**src/rtl/telemetry_tx.sv**
```systemverilog
// Periodic UART telemetry framer: 8N1 packets of sync bytes plus battery/current/torque snapshots.
// Define TELEM_CHKSUM_EN to append an inverted modulo-256 checksum byte over bytes 2..7.
module telemetry_tx #(
  parameter int FAST_SIM = 0,
  parameter int BAUD_DIV = 2604
) (
  input  logic        clk,
  input  logic        rst_n,
  input  logic [11:0] batt,
  input  logic [11:0] curr,
  input  logic [11:0] torque,
  input  logic        en,
  output logic        TX,
  output logic        busy,
  output logic        pkt_done,
  output logic [1:0]  o_dbg_state
);

  localparam logic [21:0] WAIT_TC = (FAST_SIM != 0) ? 22'd511 : 22'h3F_FFFF;
  localparam logic [11:0] BAUD_TC = 12'(BAUD_DIV - 1);
`ifdef TELEM_CHKSUM_EN
  localparam logic [3:0]  LAST_BYTE = 4'd8;
`else
  localparam logic [3:0]  LAST_BYTE = 4'd7;
`endif

  typedef enum logic [1:0] {S_WAIT, S_START, S_DATA, S_STOP} state_t;

  state_t      r_state, w_state_nxt;
  logic [21:0] r_wait, w_wait_nxt;
  logic [11:0] r_baud, w_baud_nxt;
  logic [2:0]  r_bit, w_bit_nxt;
  logic [3:0]  r_byte, w_byte_nxt;
  logic [11:0] r_batt, r_curr, r_torque;
  logic        r_tx, r_busy, r_done;
  logic        w_tx_nxt, w_busy_nxt, w_done_nxt;
  logic        w_cap, w_baud_tc;
  logic [7:0]  w_cur_byte;
`ifdef TELEM_CHKSUM_EN
  logic [7:0]  w_chk;
  assign w_chk = ~({4'h0, r_batt[11:8]} + r_batt[7:0] + {4'h0, r_curr[11:8]}
                   + r_curr[7:0] + {4'h0, r_torque[11:8]} + r_torque[7:0]);
`endif

  assign w_baud_tc   = (r_baud == BAUD_TC);
  assign TX          = r_tx;
  assign busy        = r_busy;
  assign pkt_done    = r_done;
  assign o_dbg_state = r_state;

  always_ff @(posedge clk or negedge rst_n) begin
    if (!rst_n) begin
      r_state  <= S_WAIT;
      r_wait   <= '0;
      r_baud   <= '0;
      r_bit    <= '0;
      r_byte   <= '0;
      r_batt   <= '0;
      r_curr   <= '0;
      r_torque <= '0;
      r_tx     <= 1'b1;
      r_busy   <= 1'b0;
      r_done   <= 1'b0;
    end else begin
      r_state <= w_state_nxt;
      r_wait  <= w_wait_nxt;
      r_baud  <= w_baud_nxt;
      r_bit   <= w_bit_nxt;
      r_byte  <= w_byte_nxt;
      if (w_cap) begin
        r_batt   <= batt;
        r_curr   <= curr;
        r_torque <= torque;
      end
      r_tx   <= w_tx_nxt;
      r_busy <= w_busy_nxt;
      r_done <= w_done_nxt;
    end
  end

  always_comb begin
    w_state_nxt = r_state;
    w_wait_nxt  = r_wait;
    w_baud_nxt  = r_baud;
    w_bit_nxt   = r_bit;
    w_byte_nxt  = r_byte;
    w_cap       = 1'b0;
    if (r_state != S_WAIT) w_baud_nxt = w_baud_tc ? 12'd0 : r_baud + 12'd1;
    case (r_state)
      S_WAIT: begin
        if (!en) begin
          w_wait_nxt = '0;
        end else if (r_wait == WAIT_TC) begin
          w_wait_nxt  = '0;
          w_cap       = 1'b1;
          w_byte_nxt  = '0;
          w_bit_nxt   = '0;
          w_baud_nxt  = '0;
          w_state_nxt = S_START;
        end else begin
          w_wait_nxt = r_wait + 22'd1;
        end
      end
      S_START: if (w_baud_tc) begin
        w_bit_nxt   = '0;
        w_state_nxt = S_DATA;
      end
      S_DATA: if (w_baud_tc) begin
        if (r_bit == 3'd7) w_state_nxt = S_STOP;
        else               w_bit_nxt   = r_bit + 3'd1;
      end
      S_STOP: if (w_baud_tc) begin
        if (r_byte == LAST_BYTE) begin
          w_wait_nxt  = '0;
          w_state_nxt = S_WAIT;
        end else begin
          w_byte_nxt  = r_byte + 4'd1;
          w_state_nxt = S_START;
        end
      end
      default: w_state_nxt = S_WAIT;
    endcase
  end

  // Byte mux reads the snapshot only, so live inputs never reach the line mid-packet.
  always_comb begin
    w_cur_byte = 8'hAA;
    case (w_byte_nxt)
      4'd0:    w_cur_byte = 8'hAA;
      4'd1:    w_cur_byte = 8'h55;
      4'd2:    w_cur_byte = {4'h0, r_batt[11:8]};
      4'd3:    w_cur_byte = r_batt[7:0];
      4'd4:    w_cur_byte = {4'h0, r_curr[11:8]};
      4'd5:    w_cur_byte = r_curr[7:0];
      4'd6:    w_cur_byte = {4'h0, r_torque[11:8]};
      4'd7:    w_cur_byte = r_torque[7:0];
`ifdef TELEM_CHKSUM_EN
      4'd8:    w_cur_byte = w_chk;
`endif
      default: w_cur_byte = 8'hAA;
    endcase
  end

  // Outputs are decoded from the next state and registered, keeping TX glitch-free.
  always_comb begin
    w_busy_nxt = (w_state_nxt != S_WAIT);
    w_done_nxt = (r_state == S_STOP) && (w_state_nxt == S_WAIT);
    case (w_state_nxt)
      S_START: w_tx_nxt = 1'b0;
      S_DATA:  w_tx_nxt = w_cur_byte[w_bit_nxt];
      default: w_tx_nxt = 1'b1;
    endcase
  end

endmodule
```
**config.mk**
```make
export PLATFORM = sky130hd
export DESIGN_NAME = telemetry_tx
export DESIGN_NICKNAME = d
export VERILOG_FILES = /design/src/rtl/telemetry_tx.sv
export SDC_FILE = /design/constraint.sdc
export NUM_CORES = 1
export LEC_CHECK = 0
export CAP_MARGIN = 10
export CELL_PAD_IN_SITES_DETAIL_PLACEMENT = 0
export CELL_PAD_IN_SITES_GLOBAL_PLACEMENT = 2
export CORE_ASPECT_RATIO = 1.25
export CORE_MARGIN = 2
export CORE_UTILIZATION = 40
export CTS_CLUSTER_DIAMETER = 60
export DETAILED_ROUTE_END_ITERATION = 8
export PLACE_DENSITY = 0.88
export SLEW_MARGIN = 20
export SYNTH_ARGS = -nofsm -noshare
export SYNTH_HDL_FRONTEND = slang
export SYNTH_SLANG_ARGS = --single-unit
```
**constraint.sdc**
```tcl
create_clock -name clk -period 6.8 [get_ports clk]
set_input_delay 1.02 -clock clk [delete_from_list [all_inputs] [get_ports clk]]
set_output_delay 1.02 -clock clk [all_outputs]
set_load 0.05 [all_outputs]
```
Word-level counts from Yosys, hierarchy flattened
Index checks and enable logic that the tools add are counted.
Widths: inputs -> output; s select.
{ "totals": {"elab_cells": 77, "reg_bits": 82, "output_inout_bits": 5, "input_bits": 39} }
{ "op_classes": {"n_reduce_logical": 7, "n_lt_le_gt_ge": 1, "n_addsub": 4, "mux": 36, "eq_ne": 18} }
{ "op_table": {"columns": ["operator", "count"], "rows": [
  ["$mux 22", 4],
  ["$mux 12", 5],
  ["$pmux 8 s7", 1],
  ["$pmux 22 s2", 1],
  ["$add 22x1->22 const B", 1],
  ["$eq 22x22->1 const B", 1],
  ["$eq 4x3->1 const B", 5],
  ["$mux 4", 4],
  ["$mux 3", 5],
  ["$add 12x1->12 const B", 1],
  ["$eq 12x12->1 const B", 1],
  ["$mux 2", 6],
  ["$pmux 3 s3", 1],
  ["$eq 4x2->1 const B", 2],
  ["$pmux 2 s4", 1],
  ["$pmux 4 s2", 1],
  ["$eq 2x2->1 const B", 3],
  ["$reduce_bool 2->1", 3],
  ["$mux 1", 5],
  ["$add 4x1->4 const B", 1],
  ["$eq 2x1->1 const B", 2],
  ["$eq 4x1->1 const B", 1],
  ["$logic_not 2->1", 2],
  ["$lt 3x4->1 const B", 1],
  ["7 further kinds", 8]
]} }

Depth between registers and ports, before layout
Gate-level depths: netlist of run 1.
{ "depth": {"depth_word": 9, "ltp_mapped": 12, "depth_no_buf": 11} }

Worst setup path after synthesis of run 1
No wires, ideal clock.
{ "synth_timing": {"path_kind": "register to register", "start": "reg r_state[0], in the netlist o_dbg_state[0]", "end": "reg r_tx, in the netlist TX", "path_stages_with_launch": 12, "n_path_buf": 1, "t_arrival_ns": 2.851, "slack_ns": 3.865, "required_time_ns": 6.716, "synth_period_minus_slack_ns": 2.935, "setup_ns": 0.084, "path_cell_list": "dfrtp_1 inv_1 ha_1 nor2_1 a21o_1 o21ai_4 buf_6 mux2i_1 mux2_2 a221oi_2 o221ai_1 o2111ai_1"} }
{ "synth_between": {"elab_chain_cells": 7, "word_cells_on_any_way": 26, "classes_between": "eq/ne: 12; mux: 13; reduce/logical: 1"} }
{ "synth_rtl": {"columns": ["element", "line_no", "text"], "rows": [
  ["start, declared", "29", "state_t r_state, w_state_nxt;"],
  ["start signal, assigned", "65", "r_state <= w_state_nxt;"],
  ["$eq 2x2->1 / $logic_not 2->1 (equally long branches)", "89", "case (r_state)"],
  ["$pmux 4 s2", "89", null],
  ["$eq 4x3->1 (tied with other cells)", "128", "case (w_byte_nxt)"],
  ["$pmux 8 s7", "128", null],
  ["$bmux 1 s3", "150", "S_DATA: w_tx_nxt = w_cur_byte[w_bit_nxt];"],
  ["$mux 1 (not written as such)", "150", null],
  ["$pmux 1 s2 *", "148", "case (w_state_nxt)"],
  ["via w_tx_nxt", "36", "logic w_tx_nxt, w_busy_nxt, w_done_nxt;"],
  ["end signal, assigned", "75", "r_tx <= w_tx_nxt;"],
  ["end, declared", "35", "logic r_tx, r_busy, r_done;"]
]} }
Mark *: on every way through the listed nets, which the timed path passes. The rest lies on a longest branch. The select of a mux whose other input is x is not followed.
A chain may end at the register's enable or synchronous reset.

Worst setup path after layout of run 1
{ "layout_timing": {"start": "in en", "end": "reg r_tx, in the netlist TX"} }
{ "layout_between": {"word_cells_on_any_way": 19, "classes_between": "eq/ne: 9; mux: 10"} }
{ "layout_rtl": {"columns": ["element", "line_no", "text"], "rows": [
  ["start, declared", "12", "input logic en,"],
  ["$mux 3", "91", "if (!en) begin"],
  ["$pmux 3 s3", "89", null],
  ["via w_bit_nxt[1]", "32", "logic [2:0] r_bit, w_bit_nxt;"],
  ["$bmux 1 s3", "150", null],
  ["$mux 1 (not written as such)", "150", null],
  ["$pmux 1 s2", "148", null],
  ["via w_tx_nxt", "36", null]
]} }
The timed path passes the listed nets, and every way through them passes these cells. The select of a mux whose other input is x is not followed.

==> out/qor.txt, run 1 <==
status - finished clean
total power per unit cell area - 191 nW/um2
most common cell in the netlist - dfrtp_1
CTS Buf Count - 9
Pre-Repair DR Iteration Count - 4
Flop pwr share - 47.7%
PostCTS Resize Cnt - 0
gpl congestion - 0.896
Hold Crit Class - reg2reg
IO Count - 44
CP Data Arrival Time - 3560 ps
sequential area share after synthesis - 45.3%
Sw Share - 21.7%
CTS root buffer - clkbuf_16
GRT Total Usage - 17.8%
Iter 0 DRT Violations - 154
drt wl/cell - 16.4 um
endpoints failing setup - 0
placed cells - 605
met2 WL - 5150 um
measured slew at the worst slew-check pin - 762 ps
Clock Skews - 9.29 ps
Clk pwr share - 48.6%
yosys warns - 0
global-route wire length before repair - 17200 um
worst vdd ir - 0.115 mV
die height - 123 um
H-Tree Depth - 3
Clock Sinks - 82
pre-CTS setup slack - 3160 ps
Starting Density - 40.9%
endpoints failing hold - 0
FFs w/ async S/R, synth - 100%
final wirelength - 10200 um
synthesized cell area - 4530 um2
CORE AREA - 11100 um2
number of synthesized flops with an enable pin - 0
P&R area growth vs syn - 19.0%
worst setup margin - 3490 ps
IO Port Bufs - 43
Fill cells - 1035
main combinational cell family by area after synthesis - simple AND/OR/NAND/NOR gates
top cell types by occurrence after synthesis - 81 x dfrtp_1, 49 x nor2_1, 38 x mux2_2, 31 x nand2_1, 20 x o21ai_0
Syn Inst Count - 437
setup total negative slack - 0 ps
largest net degree at the start of global routing - 83
Worst setup SP type - input pin
XOR/XNOR Fraction of Synth Area - 4.25%
DRT met1 WL - 4570 um
Setup crit end kind - flop
Non-Filler Instances - 621
Reg clk slew, reported paths - 60 ps
Inserted Diodes - 0
internal power - 805 uW
setup bufs post-CTS - 0
Mean Syn Cell Area - 10.4 um2
via count - 3439
initial antenna violation count - 0
CTS tree - built
count of different cell masters after synthesis - 73
clk buf depth - 2
CP Max Fanout - 7
synth top area cells - dfrtp_1 45%, mux2_2 9.4%, nor2_1 4.1%, xor2_1 2.7%, nand2_1 2.6%
Final Cycle Share - 48.7%
routed wl met3 - 277 um
Synth top area share - 44.7%
ys flop type - dfrtp_1
cts hold-fix bufs - 0
post-synthesis adder-cell area fraction - 2.21%
WHS - 507 ps
Post-DP HPWL - 7220 um
design area - 5390 um2
cell accounting for the most synthesized area - dfrtp_1
Die ar. - 12200 um2
minimum clock period after layout - 3310 ps
Die X - 99.2 um
RSZ-0062 raised after global routing - no
drt drc - 0
layout cells sized above 1 - 17.1%
insertion delay of the later-clocked pin in the worst-skew pair - 350 ps
Top Metal Used - met4
fin nets - 528
Logic pwr share - 3.7%
Placed Area - 5090 um2
Rel. slew slack - 49.2%
Slew Limit Fails - 0
LEAKAGE - 0.00243 uW
number of global-route vias before repair - 3409
simple-gate share of the synthesized area - 18.6%
NetSw - 223 uW
maximum clock frequency - 302 MHz
Syn Nets - 484
grt ovf - 0
via/cell ratio - 5.54
Max-cap violations - 0
Req. time, crit path - 7040 ps
post-synthesis compound-gate area fraction - 15.7%
DRT antenna net count - 0
WS Path Type - in2reg
synthesized flop and latch total - 82
post-synthesis mux area share - 11.4%
FP Rows - 43
==> cells by family (layout without fill, tap and decap cells) <==
family | after synthesis | after routing
xor gates and xnor gates | 22 | 22
adders and majority gates | 8 | 8
DFF | 82 | 82
and+or+nand+nor | 158 | 158
AOI/OAI and AO/OA | 95 | 95
buffers and inverters | 25 | 74
muxes | 47 | 47
==> final cells by class <==
class	count	area (um2)	share of cell area (%)
well taps	135	169	3.13
clock inverters	4	51.3	0.951
repair buffers	45	447	8.28
flip-flops and latches	82	2050	38.1
inverters	13	51.3	0.951
clock buffers	12	246	4.57
multi-input cells	330	2370	44.0
==> through the flow <==
stage,utilization [%],power [uW]
floorplan,-,505
global placement,45.9,538
detailed placement,45.9,539
CTS,48.6,1040
global route,48.7,1060
finish,48.7,1030
==> layout by cell type, fill, tap and decap left out, types with 4 or more instances in the layout <==
master	netlist	layout
nand4_1	10	10
clkdlybuf4s50_1	0	42
and3_1	10	10
xnor2_1	8	8
dfrtp_1	81	81
inv_1	11	11
o21ai_0	20	20
o31ai_1	6	6
a221oi_1	4	4
a21oi_1	14	14
nand2_1	31	31
xor2_1	14	14
mux2_2	38	38
ha_1	8	8
nand3_1	19	19
nand2b_1	8	8
nor2_1	49	49
o211ai_1	4	4
nor3_1	4	4
mux2i_1	9	9
clkbuf_16	0	9
==> per-layer routing <==
metal | global-route usage, % | up-vias
li1 | - | 1697
met2 | 30.2 | 47
met5 | 0 | -
met4 | 6.68 | 0
met3 | 3.11 | 16
met1 | 22.8 | 1679
==> state kept, by name, summed over array words and instances, names as in the netlist <==
name,flops
r_byte,4
r_batt,12
o_dbg_state,2
busy,1
r_bit,3
r_curr,12
r_torque,12
TX,1
pkt_done,1
r_wait,22
r_baud,12
==> path summary, 6_finish.rpt <==
check	end	start	cells after the start	slack (ps)
worst min-delay path	r_curr[7]	r_curr[7]	1	510
worst max-delay path	TX	en	11	3490
min in group asynchronous	r_wait[2]	rst_n	1	710
worst max register to register	TX	o_dbg_state[0]	10	3510
worst min register to register	r_curr[7]	r_curr[7]	1	510
max in group asynchronous	pkt_done	rst_n	1	5550
==> critical path: stages <==
cell,delay [ps]
clkdlybuf4s50_1,570
nand2_1,110
or4_1,460
o21ai_2,180
nand3_2,110
a22oi_4,250
inv_4,80
a211oi_1,290
a221oi_2,60
o221ai_1,250
o2111ai_1,160
==> power groups by stage <==
stage | Combinational, uW | Sequential (uW) | Clock (uW)
2_1_floorplan | 5.30 | 500 | 0
3_3_place_gp | 38.4 | 500 | 0
3_5_place_dp | 39.3 | 500 | 0
4_1_cts | 39.3 | 491 | 512
5_1_grt | 43.1 | 491 | 529
6_report | 38.1 | 491 | 500
Power figures use the tool's default switching activity.
==> run 2, diff against run 1 <==
CORE_UTILIZATION = 37   (was 40)
PLACE_DENSITY = 0.82   (was 0.88)
clock period = 3.3 ns   (was 6.8 ns; I/O delays follow)
==> out/qor.txt, run 2 (same netlist as run 1, synthesis figures left out) <==
largest net degree at the start of global routing - 53 (was 83)
Starting Density - 37.6% (was 40.9%)
number of flip-flops in the largest register - 22 (unchanged)
worst reg-to-reg path cell count - 10 (unchanged)
drt wl/cell - 16.0 um (was 16.4 um)
Rel. slew slack - 49.5% (was 49.2%)
DRT antenna net count - 0 (unchanged)
H-Tree Depth - 3 (unchanged)
via count - 3566 (was 3439)
Worst setup SP type - flop (was input pin)
Die ar. - 13200 um2 (was 12200 um2)
insertion delay of the later-clocked pin in the worst-skew pair - 330 ps (was 350 ps)
minimum clock period after layout - 3020 ps
FF-to-FF Start - o_dbg_state[0] (unchanged)
IO Port Bufs - 43 (unchanged)
FP Rows - 45 (was 43)
global-route wire length before repair - 17900 um (was 17200 um)
grt ovf - 0 (unchanged)
Fill cells - 1161 (was 1035)
Pre-Repair DR Iteration Count - 4 (unchanged)
Hold Crit Class - in2async (was reg2reg)
GRT Total Usage - 17.2% (was 17.8%)
Post-DP HPWL - 7770 um (was 7220 um)
CP Max Fanout - 9 (was 7)
drt drc - 0 (unchanged)
Max-cap violations - 0 (unchanged)
IO Count - 44 (unchanged)
via/cell ratio - 5.39 (was 5.54)
design area - 5540 um2 (was 5390 um2)
Final Cycle Share - 91.5%
LEAKAGE - 0.00250 uW (was 0.00243 uW)
measured slew at the worst slew-check pin - 752 ps (was 762 ps)
Placed Area - 5180 um2 (was 5090 um2)
PostCTS Resize Cnt - 0 (unchanged)
status - finished clean (unchanged)
Reg2Reg Capture Point - TX (unchanged)
Reg clk slew, reported paths - 60 ps (about the same)
WS Path Type - reg2reg (was in2reg)
die height - 128 um (was 123 um)
final wirelength - 10500 um (was 10200 um)
RSZ-0062 raised after global routing - no (unchanged)
Clock Sinks - 82 (unchanged)
setup bufs post-CTS - 0 (unchanged)
CTS tree - built (unchanged)
Inserted Diodes - 0 (unchanged)
setup total negative slack - 0 ps (unchanged)
Setup crit end kind - flop (unchanged)
P&R area growth vs syn - 22.2% (was 19.0%)
endpoints failing hold - 0 (unchanged)
CTS root buffer - clkbuf_16 (unchanged)
commonest non-fill, non-tap cell in the layout - dfrtp_1 (unchanged)
layout cells sized above 1 - 18.7% (was 17.1%)
Top reg by flops - r_wait (unchanged)
maximum clock frequency - 331 MHz
number of global-route vias before repair - 3588 (was 3409)
Die X - 103 um (was 99.2 um)
worst vdd ir - 0.268 mV (was 0.115 mV)
Req. time, crit path - 3540 ps (was 7040 ps)
Iter 0 DRT Violations - 155 (was 154)
gpl congestion - 0.826 (was 0.896)
initial antenna violation count - 0 (unchanged)
cts hold-fix bufs - 0 (unchanged)
clk buf depth - 2 (unchanged)
Clock Skews - 6.81 ps (was 9.29 ps)
commonest cells after routing, fill and taps aside - 81 x dfrtp_1, 49 x nor2_1, 42 x clkdlybuf4s50_1 (unchanged)
r2r setup slk - 280 ps (was 3510 ps)
fin nets - 539 (was 528)
CORE AREA - 12000 um2 (was 11100 um2)
total power per unit cell area - 402 nW/um2 (was 191 nW/um2)
CP Data Arrival Time - 3260 ps (was 3560 ps)
endpoints failing setup - 0 (unchanged)
Slew Limit Fails - 0 (unchanged)
CTS Buf Count - 9 (unchanged)
-- run 2: how the worst max path moves through the flow --
stage                     cells after the start            from  slack [ps]  to
after global routing                         10  o_dbg_state[0]          20  TX
after floorplan                              11  o_dbg_state[0]         370  TX
after global placement                       10              en         170  TX
after detailed placement                     11              en         160  TX
after CTS                                    11       r_wait[0]         240  TX
final                                        10  o_dbg_state[0]         280  TX
-- run 2: routing by layer --
layer  vias to the layer above  share of wire (%)  global-route usage, %
li1                       1717                  -                      -
met1                      1751                 44                   22.1
met2                        84                 51                   29.0
met3                        14                3.0                   2.94
met4                         0                1.9                   5.88
met5                         -                  0                      0
-- run 2: cell type report --
cell class                      instances  area, um2  share of cell area (%)
Clock inverter                          5        103                    1.85
Clock buffer                           11        233                    4.20
Inverter                               13       51.3                   0.926
Timing Repair Buffer                   56        526                    9.49
Multi-Input combinational cell        330       2370                    42.8
Sequential cell                        82       2050                    37.1
Tap cell                              164        205                    3.70
-- run 2: critical path: stages, from the launching register on --
cell and delay, ps:
dfrtp_1 430, inv_1 120, ha_1 350, and4b_1 250, a21oi_2 430, o21ai_1 270, a221oi_1 410, mux2i_1 140
a221oi_2 270, o221ai_1 160, o2111ai_1 110
-- run 2: power by group --
group	switching [uW]	total, uW	internal [uW]
logic	35.1	81.2	46.1
registers	3.39	1010	1010
clock network	395	1130	739
total	433	2230	1790
-- run 2: stage by stage --
step	utilization (%)	setup slack, ps	hold WS, ps	instances	total power (uW)
6_report	46.0	280	204	661	2230
5_1_grt	46.0	22.8	259	661	2310
4_1_cts	45.8	239	238	658	2250
3_5_place_dp	43.0	160	491	642	1110
3_3_place_gp	43.0	171	485	642	1110
2_1_floorplan	-	365	199	437	1040
==> run 3, diff against run 2 <==
CORE_ASPECT_RATIO = default   (was 1.25)
TNS_END_PERCENT = 100   (was default)
==> out/qor.txt, run 3 (same netlist as run 1, synthesis figures left out) <==
WS Path Type - reg2reg (unchanged)
minimum clock period after layout - 2950 ps (was 3020 ps)
CP Data Arrival Time - 3210 ps (was 3260 ps)
measured slew at the worst slew-check pin - 889 ps (was 752 ps)
Inserted Diodes - 0 (unchanged)
drt drc - 0 (unchanged)
Final Cycle Share - 89.5% (was 91.5%)
Starting Density - 37.9% (was 37.6%)
IO Count - 44 (unchanged)
critical-path cell list - nor4b_2 > and4_1 > a21o_1 > o21ai_4 > a221oi_1 > nor3_1 > o41ai_2 > a2111o_1 > o2111ai_1 (was inv_1 > ha_1 > and4b_1 > a21oi_2 > o21ai_1 > a221oi_1 > mux2i_1 > a221oi_2 > o221ai_1 > o2111ai_1)
cts hold-fix bufs - 0 (unchanged)
Setup crit end kind - flop (unchanged)
Fill cells - 1130 (was 1161)
CTS Buf Count - 9 (unchanged)
Clock Sinks - 82 (unchanged)
layout cells sized above 1 - 18.4% (was 18.7%)
design area - 5440 um2 (was 5540 um2)
number of global-route vias before repair - 3380 (was 3588)
Req. time, crit path - 3550 ps (was 3540 ps)
Rel. slew slack - 40.7% (was 49.5%)
final wirelength - 10300 um (was 10500 um)
Top reg by flops - r_wait (unchanged)
gpl congestion - 0.860 (was 0.826)
Pre-Repair DR Iteration Count - 4 (unchanged)
initial antenna violation count - 0 (unchanged)
Max-cap violations - 0 (unchanged)
Iter 0 DRT Violations - 157 (was 155)
GRT Total Usage - 17.0% (was 17.2%)
WHS - 261 ps (was 204 ps)
Post-DP HPWL - 7520 um (was 7770 um)
commonest cells after routing, fill and taps aside - 81 x dfrtp_1, 49 x nor2_1, 42 x clkdlybuf4s50_1 (unchanged)
via count - 3423 (was 3566)
status - finished clean (unchanged)
Slew Limit Fails - 0 (unchanged)
Hold Crit Class - in2async (unchanged)
worst reg-to-reg path cell count - 9 (was 10)
CTS tree - built (unchanged)
total power - 2040 uW (was 2230 uW)
worst vdd ir - 0.175 mV (was 0.268 mV)
drt wl/cell - 16.0 um (about the same)
Reg clk slew, reported paths - 60 ps (about the same)
CP Max Fanout - 13 (was 9)
PostCTS Resize Cnt - 0 (unchanged)
number of flip-flops in the largest register - 22 (unchanged)
FP Rows - 40 (was 45)
Worst setup SP type - flop (unchanged)
insertion delay of the later-clocked pin in the worst-skew pair - 350 ps (was 330 ps)
H-Tree Depth - 3 (unchanged)
maximum clock frequency - 338 MHz (was 331 MHz)
Die X - 115 um (was 103 um)
CORE AREA - 12000 um2 (about the same)
DRT antenna net count - 0 (unchanged)
die height - 115 um (was 128 um)
worst setup margin - 345 ps (was 280 ps)
via/cell ratio - 5.34 (was 5.39)
Slowest-stage cell, CP - dfrtp_1 (unchanged)
Largest stage delay, worst path - 460 ps (was 430 ps)
setup bufs post-CTS - 0 (unchanged)
IO Port Bufs - 43 (unchanged)
CTS root buffer - clkbuf_16 (unchanged)
endpoints failing setup - 0 (unchanged)
P&R area growth vs syn - 20.0% (was 22.2%)
fin nets - 536 (was 539)
LEAKAGE - 0.00245 uW (was 0.00250 uW)
largest net degree at the start of global routing - 69 (was 53)
pre-CTS setup slack - 221 ps (was 160 ps)
Placed Area - 5160 um2 (was 5180 um2)
RSZ-0062 raised after global routing - no (unchanged)
setup total negative slack - 0 ps (unchanged)
global-route wire length before repair - 17400 um (was 17900 um)
Clock Skews - 10.9 ps (was 6.81 ps)
r2r setup slk - 350 ps (was 280 ps)
Die ar. - 13100 um2 (was 13200 um2)
total power per unit cell area - 375 nW/um2 (was 402 nW/um2)
commonest non-fill, non-tap cell in the layout - dfrtp_1 (unchanged)
endpoints failing hold - 0 (unchanged)
clk buf depth - 2 (unchanged)
grt ovf - 0 (unchanged)
run 3: power breakdown:
part | internal, uW | switching (uW)
Combinational | 45.4 | 35.2
Sequential | 1010 | 3.47
Clock | 518 | 429
Total | 1570 | 468
run 3: worst max-delay path, delay by kind of cell (launching register included):
kind            cells  cell delay, ps
simple gates        3             960
compound gates      6            1440
flops               1             460
run 3: final cells by class:
cell class,count,area (um2),share of cell area (%)
well taps,147,184,3.38
inverters,13,51.3,0.943
clock inverters,6,50.0,0.920
repair buffers,53,503,9.25
flip-flops and latches,82,2050,37.8
multi-input cells,330,2370,43.5
clock buffers,10,229,4.21
run 3: path summary, 6_finish.rpt:
path / from / endpoint
hold reg to reg: r_curr[3] / r_curr[3]
min in group clk: r_curr[3] / r_curr[3]
max in group asynchronous: rst_n / r_torque[9]
setup / recovery: r_baud[6] / TX
setup reg to reg: r_baud[6] / TX
hold / removal: rst_n / r_wait[2]
run 3: stage by stage:
stage	cells	utilization, %
6_report	641	45.5
3_3_place_gp	625	43.1
3_5_place_dp	625	43.1
5_1_grt	641	45.5
2_1_floorplan	437	-
4_1_cts	641	45.5
run 3: routing by layer:
| layer | track usage [%] | part of all wire, % |
|---|---|---|
| met5 | 0 | 0 |
| met4 | 6.59 | 1.7 |
| met3 | 2.59 | 2.9 |
| met2 | 26.4 | 46 |
| met1 | 23.9 | 49 |
